$ cat config.mk
export PLATFORM = sky130hd
export DESIGN_NAME = arb2_merge
export DESIGN_NICKNAME = d
export VERILOG_FILES = /design/src/rtl/arb2_merge.sv
export SDC_FILE = /design/constraint.sdc
export NUM_CORES = 1
export LEC_CHECK = 0
export BUFFER_PORTS_ARGS = -buffer_cell sky130_fd_sc_hd__buf_2
export CAP_MARGIN = 20
export CELL_PAD_IN_SITES_DETAIL_PLACEMENT = 1
export CELL_PAD_IN_SITES_GLOBAL_PLACEMENT = 2
export CORE_AREA = 2 2 63 65
export CTS_CLUSTER_SIZE = 12
export DETAILED_ROUTE_END_ITERATION = 12
export DIE_AREA = 0 0 65 67
export PLACE_DENSITY = 0.75
export SYNTH_ARGS = -nofsm -noshare
export SYNTH_HDL_FRONTEND = slang
export SYNTH_SLANG_ARGS = --single-unit
$ cat constraint.sdc
create_clock -name clk -period 2 [get_ports clk]
set_clock_uncertainty 0.1 [all_clocks]
set_input_delay 0.3 -clock clk [delete_from_list [all_inputs] [get_ports clk]]
set_output_delay 0.3 -clock clk [all_outputs]
set_load 0.005 [all_outputs]
$ cat src/rtl/arb2_merge.sv
// Two-input packet merge: a round-robin arbiter that locks onto a port for a whole
// packet and feeds a single registered output stage (one beat per cycle at full rate).
module arb2_merge #(
  parameter int DW = 8
) (
  input  logic          clk,
  input  logic          rst,
  input  logic          in0_valid,
  input  logic [DW-1:0] in0_data,
  input  logic          in0_last,
  output logic          in0_ready,
  input  logic          in1_valid,
  input  logic [DW-1:0] in1_data,
  input  logic          in1_last,
  output logic          in1_ready,
  output logic          out_valid,
  output logic [DW-1:0] out_data,
  output logic          out_last,
  output logic          out_src,
  input  logic          out_ready,
  output logic [1:0]    fsm_state
);

  // Handshake: a beat moves on any port exactly in a cycle where its valid and ready
  // are both 1. Ready is only raised for the granted port while it is valid and the
  // output register is empty or draining in the same cycle.
  typedef enum logic [1:0] {
    IDLE  = 2'd0,
    LOCK0 = 2'd1,
    LOCK1 = 2'd2
  } state_t;

  state_t        state;
  logic          last_grant;
  logic          ld;
  logic          grant_any;
  logic          grant_sel;
  logic          accept;
  logic          beat_last;
  logic [DW-1:0] beat_data;

  always_comb begin
    grant_any = 1'b0;
    grant_sel = 1'b0;
    case (state)
      IDLE: begin
        if (in0_valid && in1_valid) begin
          grant_any = 1'b1;
          grant_sel = ~last_grant;
        end else if (in0_valid) begin
          grant_any = 1'b1;
          grant_sel = 1'b0;
        end else if (in1_valid) begin
          grant_any = 1'b1;
          grant_sel = 1'b1;
        end
      end
      LOCK0: begin
        grant_any = 1'b1;
        grant_sel = 1'b0;
      end
      LOCK1: begin
        grant_any = 1'b1;
        grant_sel = 1'b1;
      end
      default: begin
        grant_any = 1'b0;
        grant_sel = 1'b0;
      end
    endcase
  end

  assign ld        = !out_valid || out_ready;
  assign in0_ready = !rst && ld && grant_any && !grant_sel && in0_valid;
  assign in1_ready = !rst && ld && grant_any &&  grant_sel && in1_valid;
  assign accept    = in0_ready || in1_ready;
  assign beat_data = grant_sel ? in1_data : in0_data;
  assign beat_last = grant_sel ? in1_last : in0_last;
  assign fsm_state = state;

  always_ff @(posedge clk) begin
    if (rst) begin
      state      <= IDLE;
      last_grant <= 1'b1;
      out_valid  <= 1'b0;
      out_data   <= '0;
      out_last   <= 1'b0;
      out_src    <= 1'b0;
    end else if (accept) begin
      out_valid  <= 1'b1;
      out_data   <= beat_data;
      out_last   <= beat_last;
      out_src    <= grant_sel;
      last_grant <= grant_sel;
      // A single-beat packet never locks; a continuing packet pins the grant.
      if (beat_last) state <= IDLE;
      else           state <= grant_sel ? LOCK1 : LOCK0;
    end else if (ld) begin
      out_valid <= 1'b0;
    end
  end

endmodule

==> impl_results.md <==
* Run status: finished, violations left
* Failing checks: setup timing
* Final net count at 166
* Worst VDD drop at 0.000183 V
* Vias in the first global route at 822
* # rows at 22
* Count of cell types in the netlist at 22
* Critical path cell sequence: ha_4, or2_4, or4b_4, nor2_2, buf_2
* Layout area overhead at 73.0%
* Routed Antenna Nets at 0
* Hold-fix buffers, CTS at 0
* Commonest non-fill, non-tap cell in the layout: buf_2
* Final Util at 33.7%
* PortBufs at 37
* Iter 0 DRT Violations at 42
* CTS tree: done
* CP peak stage delay at 0.54 ns
* CTS Sinks at 14
* Antenna violations before repair at 0
* Reg2reg setup slack at 0.03 ns
* Clk slew on worst S/H paths at 0.06 ns
* HPWL Detailed at 1720 um
* Tightest Pin Transition at 0.421 ns
* Starting Density at 19.5%
* Core box area at 3610 um2
* Final Cycle Share at 107%
* Net count after synthesis at 112
* Delay-heaviest family, CP: simple AND/OR/NAND/NOR gates
* CP endpoint kind: output pin
* First-pass GRT wire length at 3840 um
* Synth top area cells: dfxtp_1 40%, a311oi_1 11%, nand2_1 11%, nor2_1 7.5%, ha_1 5.3%
* Inserted Diodes at 0
* Mean area per synthesized cell at 8.18 um2
* Sequential area share after synthesis at 39.9%
* Yosys reg bits at 14
* Min-delay worst type: in2reg
* Die Wd at 65 um
* Share of the synthesized area in the top cell type at 39.9%
* Slew Viols, Final at 0
* Worst-Skew Late Latency at 0.25 ns
* Leakage power at 0.553 nW
* WP buf/inv at 1
* Clk buf depth at 2
* Final setup fails at 2
* Commonest cells after routing, fill and taps aside: 37 x buf_2, 20 x nand2_1, 12 x nor2_1, 12 x dfxtp_1, 10 x buf_4
* Largest net degree at the start of global routing at 19
* Htree depth at 1
* RSZ-0062 raised after global routing: true
* Max Fanout on Critical Path at 4
* Die area at 4360 um2
* Remaining DRCs at 0
* Synthesis Warnings at 0
* GR Util All Layers at 11.8%
* Overflow after GRT at 0
* Synthesized area at 703 um2
* Worst setup path category: reg2out
* Synthesized instance count at 86
* Final hold vios at 0
* Io pins at 38
* Layout cells sized above 1 at 50.4%
* Achievable Freq at 467 MHz
* Final min period at 2.14 ns
* Final worst slack at -0.142 ns
* Synth area leader: dfxtp_1
* Total power draw at 0.000887 W
* CTS buffer count at 3
* WL/cell at 13.4 um
* Via count at 830
* Fill cell count at 449
* Die height at 67 um
* Pwr Density at 729 nW/um2
* Max-Slew Margin vs Limit at 71.8%
* Placer Congestion at 0.676
* Vias per cell at 4.44
* Worst hold slack at 0.207 ns
* WL final at 2500 um
* Root buffer cell: clkbuf_8
* Required @ worst endpoint at 1.60 ns
* Slowest CP cell: or4b_4
* Critical path arrival at 1.74 ns
* Maxcap violations at 0
* Critical Path Source Type: flip-flop
* DRT Pass-1 Iters at 4
==> logic make-up (layout without fill, tap and decap cells) <==
family	Yosys count	after routing	share of synthesized area [%]
AO/OA/AOI/OAI	19	19	22.6
adder cells (fa/ha/maj)	3	3	5.34
buffers and inverters	6	59	3.92
flip-flops	14	14	39.9
AND/OR/NAND/NOR	44	44	28.3
==> path summary, 6_finish.rpt <==
path | start | end | cells after the start
setup / recovery | fsm_state[1]$_SDFFE_PP0P_ | in0_ready | 5
hold / removal | in0_data[5] | out_data[5]$_SDFFE_PP0P_ | 3
setup reg to reg | fsm_state[0]$_SDFFE_PP0P_ | out_data[1]$_SDFFE_PP0P_ | 9
hold reg to reg | out_src$_SDFFE_PP0P_ | out_src$_SDFFE_PP0P_ | 2
==> state kept, by name (all words and copies together), names as in the netlist <==
| name | cells |
|---|---|
| out_data | 8 |
| last_grant | 1 |
| out_src | 1 |
| out_valid | 1 |
| out_last | 1 |
| fsm_state | 2 |
==> report_power, final <==
part,internal (W),switching [W]
Clock,0.000175,0.000114
Combinational,0.000149,0.000124
Sequential,0.000307,0.0000173
==> timing repair <==
action | 4_1_cts | 5_1_grt
setup endpoints to repair | 6 | 13
setup buffers | 4 | 3
pin swaps | 6 | 15
cloned | 0 | 3
gates resized for setup | 10 | 7
==> worst min-delay path, delay by kind of cell <==
| kind | cells | cell delay, ns |
|---|---|---|
| simple gates | 1 | 0.05 |
| compound gates | 1 | 0.07 |
| buf+inv | 1 | 0.10 |
==> through the flow <==
stage	setup TNS, ns	area [um2]	cells	worst slack, ns
after global placement	0	986	173	0.0574
after global routing	-1.05	1220	187	-0.217
after floorplan	0	703	86	0.136
after detailed placement	-0.0124	986	173	-0.0112
final	-0.206	1220	187	-0.142
after CTS	-0.206	1100	181	-0.135
==> Yosys cell counts <==
library cell   n
and2_1         1
or4b_1         1
o21bai_1       1
o21ai_0        2
nor4b_1        1
nor2_1        14
a2111oi_4      1
ha_1           3
a31o_2         1
clkbuf_1       2
buf_4          1
nor2b_1        1
buf_2          1
a21oi_1        4
dfxtp_1       14
a311oi_1       9
nand3b_1       2
a31oi_1        1
inv_1          2
nand2_1       20
nand2b_1       3
or2_1          1
==> cell type report <==
class | count | area (um2) | share of cell area (%)
multi-input combinational | 66 | 442 | 36.3
timing repair buffer | 53 | 364 | 29.9
sequential | 14 | 288 | 23.7
tap | 48 | 60.1 | 4.94
clock buffer | 4 | 55.1 | 4.53
inverter | 2 | 7.51 | 0.617
==> routing by layer <==
metal  share of wire (%)  GRT usage (%)  vias to the layer above
met5                   0              0                        -
met4                 1.9           4.79                        0
met3                 4.9           3.04                        5
met2                  48           19.6                       24
met1                  45           14.5                      395
li1                    -              -                      406
Note: power is estimated with default switching activity, not from simulation.
